$ cat config.mk
export PLATFORM = sky130hd
export DESIGN_NAME = vmvmb_seq
export DESIGN_NICKNAME = d
export VERILOG_FILES = /design/src/rtl/vmvmb_pkg.sv /design/src/rtl/vmvmb_mac.sv /design/src/rtl/vmvmb_seq.sv
export SDC_FILE = /design/constraint.sdc
export NUM_CORES = 2
export LEC_CHECK = 0
export ABC_AREA = 1
export CAP_MARGIN = 5
export CORE_UTILIZATION = 40
export DETAILED_ROUTE_END_ITERATION = 8
export DONT_BUFFER_PORTS = 1
export PLACE_DENSITY = 0.56
export SLEW_MARGIN = 20
export SYNTH_ARGS = -nofsm -noshare
export SYNTH_HDL_FRONTEND = slang
export SYNTH_SLANG_ARGS = --single-unit
$ cat constraint.sdc
create_clock -name clk -period 17.56 [get_ports clk]
set_input_delay 0 -clock clk [delete_from_list [all_inputs] [get_ports clk]]
set_output_delay 0 -clock clk [all_outputs]
set_load 0.01 [all_outputs]
$ cat src/rtl/vmvmb_pkg.sv
// Shared types and defaults for the sequential LSTM gate pre-activation scheduler.
package vmvmb_pkg;

  localparam int unsigned N_IN_DEF  = 100;
  localparam int unsigned N_OUT_DEF = 400;
  localparam int unsigned DATA_W    = 32;

  typedef enum logic [2:0] {
    StIdle,
    StAccum,
    StDrain,
    StWrite,
    StDone
  } state_e;

  // Index width that stays at least one bit for single-entry dimensions.
  function automatic int unsigned addr_w(input int unsigned n);
    return (n > 1) ? $clog2(n) : 1;
  endfunction

endpackage

$ cat src/rtl/vmvmb_mac.sv
// Dual-product MAC lane: acc = (first ? b : acc) + wx*x + wh*h, all wrapping at DATA_W bits.
module vmvmb_mac
  import vmvmb_pkg::*;
(
  input  logic                     clk,
  input  logic                     rst,
  input  logic                     beat_i,
  input  logic                     first_i,
  input  logic signed [DATA_W-1:0] x_i,
  input  logic signed [DATA_W-1:0] h_i,
  input  logic signed [DATA_W-1:0] wx_i,
  input  logic signed [DATA_W-1:0] wh_i,
  input  logic signed [DATA_W-1:0] b_i,
  output logic signed [DATA_W-1:0] acc_o
);

  logic signed [DATA_W-1:0] acc_q, acc_d;
  logic signed [DATA_W-1:0] prod_x, prod_h, base;

  always_comb begin
    // Products are evaluated in a DATA_W-wide context, keeping only the low bits.
    prod_x = wx_i * x_i;
    prod_h = wh_i * h_i;
    base   = first_i ? b_i : acc_q;
    acc_d  = acc_q;
    if (beat_i) begin
      acc_d = base + prod_x + prod_h;
    end
  end

  always_ff @(posedge clk) begin
    if (rst) begin
      acc_q <= '0;
    end else begin
      acc_q <= acc_d;
    end
  end

  assign acc_o = acc_q;

endmodule

$ cat src/rtl/vmvmb_seq.sv
// Sequential scheduler: walks i over N_IN for each output j, feeding one shared MAC lane,
// and streams each finished A[j] through a valid/ready handshake.
module vmvmb_seq
  import vmvmb_pkg::*;
#(
  parameter int unsigned N_IN  = N_IN_DEF,
  parameter int unsigned N_OUT = N_OUT_DEF,
  localparam int unsigned RowW = addr_w(N_IN),
  localparam int unsigned ColW = addr_w(N_OUT)
) (
  input  logic                     clk,
  input  logic                     rst,
  input  logic                     start,
  output logic                     busy,
  output logic                     done,
  output logic                     rd_en,
  output logic [RowW-1:0]          row_addr,
  output logic [ColW-1:0]          col_addr,
  input  logic signed [DATA_W-1:0] x_data,
  input  logic signed [DATA_W-1:0] h_data,
  input  logic signed [DATA_W-1:0] wx_data,
  input  logic signed [DATA_W-1:0] wh_data,
  input  logic signed [DATA_W-1:0] b_data,
  output logic                     a_valid,
  input  logic                     a_ready,
  output logic [ColW-1:0]          a_idx,
  output logic signed [DATA_W-1:0] a_data
);

  localparam logic [RowW-1:0] IMax = RowW'(N_IN - 1);
  localparam logic [ColW-1:0] JMax = ColW'(N_OUT - 1);

  state_e          state_q, state_d;
  logic [RowW-1:0] i_q, i_d;
  logic [ColW-1:0] j_q, j_d;
  logic            beat_q, first_q;
  logic signed [DATA_W-1:0] acc;

  always_comb begin
    state_d = state_q;
    i_d     = i_q;
    j_d     = j_q;
    unique case (state_q)
      StIdle: begin
        if (start) begin
          state_d = StAccum;
          i_d     = '0;
          j_d     = '0;
        end
      end
      StAccum: begin
        if (i_q == IMax) begin
          state_d = StDrain;
        end else begin
          i_d = i_q + RowW'(1);
        end
      end
      StDrain: state_d = StWrite;
      StWrite: begin
        if (a_ready) begin
          if (j_q == JMax) begin
            state_d = StDone;
          end else begin
            state_d = StAccum;
            j_d     = j_q + ColW'(1);
            i_d     = '0;
          end
        end
      end
      StDone:  state_d = StIdle;
      default: state_d = StIdle;
    endcase
  end

  always_ff @(posedge clk) begin
    if (rst) begin
      state_q <= StIdle;
      i_q     <= '0;
      j_q     <= '0;
      beat_q  <= 1'b0;
      first_q <= 1'b0;
    end else begin
      state_q <= state_d;
      i_q     <= i_d;
      j_q     <= j_d;
      // Read data lags the address by one cycle; these flags travel with it.
      beat_q  <= rd_en;
      first_q <= rd_en && (i_q == '0);
    end
  end

  vmvmb_mac u_mac (
    .clk     (clk),
    .rst     (rst),
    .beat_i  (beat_q),
    .first_i (first_q),
    .x_i     (x_data),
    .h_i     (h_data),
    .wx_i    (wx_data),
    .wh_i    (wh_data),
    .b_i     (b_data),
    .acc_o   (acc)
  );

  assign busy     = (state_q != StIdle);
  assign done     = (state_q == StDone);
  assign rd_en    = (state_q == StAccum);
  assign row_addr = i_q;
  assign col_addr = j_q;
  assign a_valid  = (state_q == StWrite);
  assign a_idx    = j_q;
  assign a_data   = acc;

endmodule

**Word-level counts from Yosys, hierarchy flattened**

Index checks and enable logic that the tools add are counted.

- $add $sub $neg: 4
- $mul: 2
- Eq/ne operators: 11
- Mux-type cells: 15
- Reduce and logical (&&, ||, !) cells: 9

Operator list:

| kind | count |
|---|---|
| 32-bit adder | 2 |
| 32-bit by 32-bit multiplier with 32-bit output | 2 |
| 32-bit 2-to-1 mux | 1 |
| 7-bit 2-to-1 mux | 4 |
| 9-bit 2-to-1 mux | 3 |
| 7-bit one-hot mux with 3 select lines | 1 |
| 9-bit one-hot mux with 2 select lines | 1 |
| 3-bit 2-to-1 mux | 4 |
| 3-bit one-hot mux with 4 select lines | 1 |
| 9-bit by 1-bit adder with 9-bit output (second input constant) | 1 |
| 9-bit == test (second input constant) | 1 |
| 7-bit by 1-bit adder with 7-bit output (second input constant) | 1 |
| 7-bit == test (second input constant) | 1 |
| 7-bit logical NOT | 1 |
| 3-bit by 2-bit == test with 1-bit output (second input constant) | 2 |
| 2-bit != test (second input constant) | 3 |
| 3-bit nonzero test | 2 |
| 5-bit AND reduction | 1 |
| 2-bit by 1-bit != test with 1-bit output (second input constant) | 2 |
| 4-bit AND reduction | 1 |
| 3-bit by 1-bit == test with 1-bit output (second input constant) | 1 |
| 3-bit == test (second input constant) | 1 |
| 3-bit logical NOT | 1 |
| 3-bit AND reduction | 1 |
| other kinds (2) | 2 |

- Flip-flop bits (word level): 53
- Output and inout bits: 61
- Logic and storage cells: 47

**Depth between registers and ports, before layout**

- Depth after elaboration: 4
- Gate-level depth with buffers: 38
- Gate-level depth less buffers: 36

**Hierarchy**

From an unflattened synthesis, not the netlist that was laid out.

- Cells, all modules: 5149
- Area total of the unflattened synthesis: 38757.2 um^2

By module, submodules not included:

| module | times used | cells each | area each (um^2) | sequential area each (um^2) |
|---|---|---|---|---|
| vmvmb_mac | 1 | 4934 | 37330.8 | 640.6 |
| vmvmb_seq | 1 | 215 | 1426.4 | 420.4 |

**Least setup slack after synthesis**

Ideal clock, no wire load.

- Path kind: input to register
- From: input h_data[2]
- To: register u_mac.acc_q[28], in the netlist u_mac.acc_o[28]
- Setup time: 109 ps
- Arrival time: 7284 ps
- Data required time: 17451 ps
- Setup slack: 10167 ps
- Cell stages on the path: 31
- Path buffers: 2
- Cell sequence: clkbuf_1 > clkbuf_1 > nand2_1 > fa_1 > inv_1 > fa_1 > fa_1 > fa_1 > fa_1 > inv_1 > fa_1 > inv_1 > fa_1 > fa_1 > fa_1 > inv_1 > fa_1 > inv_1 > ha_1 > nand2_1 > nor2_1 > and3_1 > nand4_1 > nand3_1 > a21o_1 > a21boi_1 > o21ai_0 > a21oi_1 > o21ai_0 > nand2_1 > inv_1

- Word-level cells in the longest chain between the ends: 2

RTL lines:

| element | line | RTL |
|---|---|---|
| from (decl) | vmvmb_seq.sv:20 | `input logic signed [DATA_W-1:0] h_data,` |
| 32-bit by 32-bit multiplier with 32-bit output | vmvmb_mac.sv:23 | `prod_h = wh_i * h_i;` |
| 32-bit adder | vmvmb_mac.sv:27 | `acc_d = base + prod_x + prod_h;` |
| to (signal assigned) | vmvmb_mac.sv:33 | `acc_q <= '0;` |
| to (signal assigned) | vmvmb_mac.sv:35 | `acc_q <= acc_d;` |
| to (decl) | vmvmb_mac.sv:17 | `logic signed [DATA_W-1:0] acc_q, acc_d;` |

Every way passes these cells.
A chain may end at the register's enable or synchronous reset.

**Worst setup path after layout**

- From: register first_q
- To: register u_mac.acc_q[30], in the netlist u_mac.acc_o[30]

- Word-level cells in the longest chain between the ends: 3

RTL lines:

| element | line | RTL |
|---|---|---|
| from (decl) | vmvmb_seq.sv:36 | `logic beat_q, first_q;` |
| from (signal assigned) | vmvmb_seq.sv:88 | `first_q <= rd_en && (i_q == '0);` |
| 32-bit 2-to-1 mux | vmvmb_mac.sv:24 | `base = first_i ? b_i : acc_q;` |
| 32-bit adder (2 in series) | vmvmb_mac.sv:27 |  |

Every way passes these cells.

==> impl_metrics.py <==
metrics = {
    "layout": {
        "fillers": 9775,
        "instances_no_fill": 6025,
        "area_growth_pct": 2.19,
        "layout_commonest_cell": "inv_1",
        "final_cell_mix": "inv_1 (1711), nand2_1 (1334), fa_1 (900), ha_1 (322), o21ai_0 (69)",
        "drive_above_1_share_pct": 1.07,
        "num-nets-final": 6156,
        "n_antenna_cell": 0,
        "post-route-util_pct": 41.5,
    },
    "clock_network": {
        "ctsHtreeMaxLevel": 2,
        "root_buffer": "clkbuf_16",
        "cts_buffers": 5,
        "clock-sinks": 53,
        "post_cts_buffers": 0,
        "cts_resized": 0,
        "clk_latency_ps": 310,
        "cts_tree": "built",
        "clk_pin_slew_ps": 80,
        "cts.path.max_buffers": 2,
    },
    "routing": {
        "wl_per_cell_um": 17.9,
        "drc": 0,
        "drtAntennaViolNets": 0,
        "avgViaCountPerCell": 4.71,
        "totalWireLength_mm": 108,
        "vias": 28400,
        "drtIter0Drc": 1896,
        "firstDrtPassIters": 5,
    },
    "hold_path": {
        "min_from": "start",
        "hold_end": "state_q[0]$_SDFFE_PP0P_",
        "whs_path_depth": 3,
        "hold_path.class": "input pin to flip-flop",
    },
    "floorplanning": {
        "core_area_sq_mm": 0.0939,
        "start_util_pct": 40.7,
        "rows": 112,
        "die_h_um": 311,
        "die_w_um": 311,
        "die_area_sq_mm": 0.0967,
        "num_io_pins": 225,
    },
    "sta": {
        "rsz0062_at_grt": "false",
        "finalCritPeriodShare_pct": 41.7,
        "final.setup.tns_ps": 0,
        "tightest_slew_ps": 1150,
        "clock_skew_ps": 11.8,
        "slew_viol_final": 0,
        "slew_headroom_pct": 22.9,
        "max_freq_ghz": 0.137,
        "hold_viol_final": 0,
        "final.min_clock_period_ps": 7320,
        "setup_viol": 0,
    },
    "job": {
        "maxCapViolCount": 0,
    },
    "logic_synthesis": {
        "synth_area_leaders": "fa_1 (47%), inv_1 (17%), nand2_1 (13%)",
        "postSynthAreaPerCell_sq_um": 7.66,
        "synth-seq-cells": 53,
        "post-synth-top-area-fraction_pct": 47.2,
        "syn_area_sq_mm": 0.0382,
        "syn-num-nets": 6371,
        "yosysWarnings": 0,
        "synth_cell_types": 48,
        "synthCells": 4985,
        "yosysTopAreaCell": "fa_1",
        "seq_area_frac_synth_pct": 2.78,
    },
    "critical_path": {
        "arrival_ps": 7500,
        "r2r-start": "first_q$_SDFF_PP0_",
        "crit_family": "adder cells",
        "r2r_slack_ps": 10240,
        "start_kind": "flip-flop",
        "r2r_cells": 25,
        "crit_top_cell": "fa_1",
        "critPathCaptureType": "flip-flop",
        "crit_type": "flip-flop to flip-flop",
        "cp_slowest_stage_delay_ps": 570,
        "slowest_stage": "fa_1",
        "r2r_end": "u_mac.acc_o[30]$_SDFFE_PP0P_",
        "path_max_fanout": 49,
        "crit_required_ps": 17740,
        "worst-path-buf-inv": 5,
    },
    "place": {
        "gp_congestion": 0.921,
        "dp_cells": 6014,
        "portBuffers": 0,
        "hpwl_mm": 93.5,
    },
    "global_route": {
        "first_global_vias": 29900,
        "grt_use_total_pct": 23.1,
        "grt_pass1_wl_mm": 173,
        "overflow": 0,
        "grt_max_degree": 50,
        "antenna_found_initial": 0,
    },
    "outcome": {
        "run_status": "finished, final reports clean",
    },
}
[routing by layer]
layer	wire length (um)	vias up	track usage (%)	part of all wire [%]
li1	-	13300	-	-
met1	47400	14200	31.9	44
met2	50300	793	38.0	47
met3	7300	99	3.77	6.8
met4	2650	0	5.22	2.5
met5	0	-	0	0
[how the worst max path moves through the flow]
stage | from | to | slack [ps] | cells after the start
6_report | first_q$_SDFF_PP0_ | u_mac.acc_o[30]$_SDFFE_PP0P_ | 10240 | 25
2_1_floorplan | h_data[2] | u_mac.acc_o[28]$_SDFFE_PP0P_ | 10170 | 31
5_1_grt | first_q$_SDFF_PP0_ | u_mac.acc_o[29]$_SDFFE_PP0P_ | 9930 | 26
4_1_cts | wh_data[15] | u_mac.acc_o[30]$_SDFFE_PP0P_ | 10240 | 26
3_5_place_dp | wh_data[15] | u_mac.acc_o[30]$_SDFFE_PP0P_ | 9950 | 26
3_3_place_gp | wh_data[11] | u_mac.acc_o[30]$_SDFFE_PP0P_ | 9890 | 26
[cells in the mapped netlist, drive strengths merged]
cell       n
mux2      12
a21oi     63
a21boi     4
xnor2     33
o221ai     3
o21ai     77
nand4      9
xor2      35
buf       72
inv     1714
nor3      12
a31oi      1
fa       900
dfxtp     53
nand3     67
nand3b    14
o31ai      1
clkbuf   156
nor2      63
a31o       3
clkinv     2
a22oi      1
o21bai     5
ha       322
or2        4
a21o       3
nor4       3
nor3b      6
o21a       1
o211ai     6
and3       4
nand2   1336
[state kept, by name, indices dropped and copies added, names as in the netlist]
| signal | cells |
|---|---|
| state_q | 3 |
| u_mac.acc_o | 32 |
| beat_q | 1 |
| first_q | 1 |
| row_addr | 7 |
| a_idx | 9 |
[metrics by stage]
step	setup slack (ps)	hold slack (ps)	area (sq um)
floorplan	10170	77.3	38200
global placement	9890	74.7	38800
detailed placement	9950	76.5	38800
CTS	10240	78.0	39000
global route	9930	155	39000
finish	10240	81.8	39000
[area by class of cell]
cell class | count | area [sq um] | area share [%]
multi-input cells | 2988 | 29700 | 76.1
inverters | 1716 | 6440 | 16.5
well taps | 1254 | 1570 | 4.02
flip-flops and latches | 53 | 1060 | 2.72
clock buffers | 6 | 139 | 0.356
repair buffers | 6 | 52.6 | 0.135
clock inverters | 2 | 41.3 | 0.106
[tightest hold or removal path, delay by kind of cell]
kind / cells / cell delay, ps
and+or+nand+nor: 1 / 180
AOI/OAI and AO/OA: 2 / 150
[kinds of logic after synthesis]
| family | after synthesis | share of synthesized area (%) |
|---|---|---|
| multiplexers | 12 | 0.354 |
| buffers and inverters | 1944 | 19.4 |
| adder cells (fa/ha/maj) | 1222 | 57.8 |
| XOR/XNOR | 68 | 1.56 |
| AO/OA/AOI/OAI | 168 | 2.48 |
| AND/OR/NAND/NOR | 1518 | 15.7 |
| flip-flops | 53 | 2.78 |
[repair_timing]
action	in CTS	in global routing
setup endpoints to repair	0	0
hold buffers	3	0
hold endpoints to repair	23	0
Power is left out: the tool's default activity adds up to more than one toggle a clock period on the data nets, which glitch-free logic cannot reach.
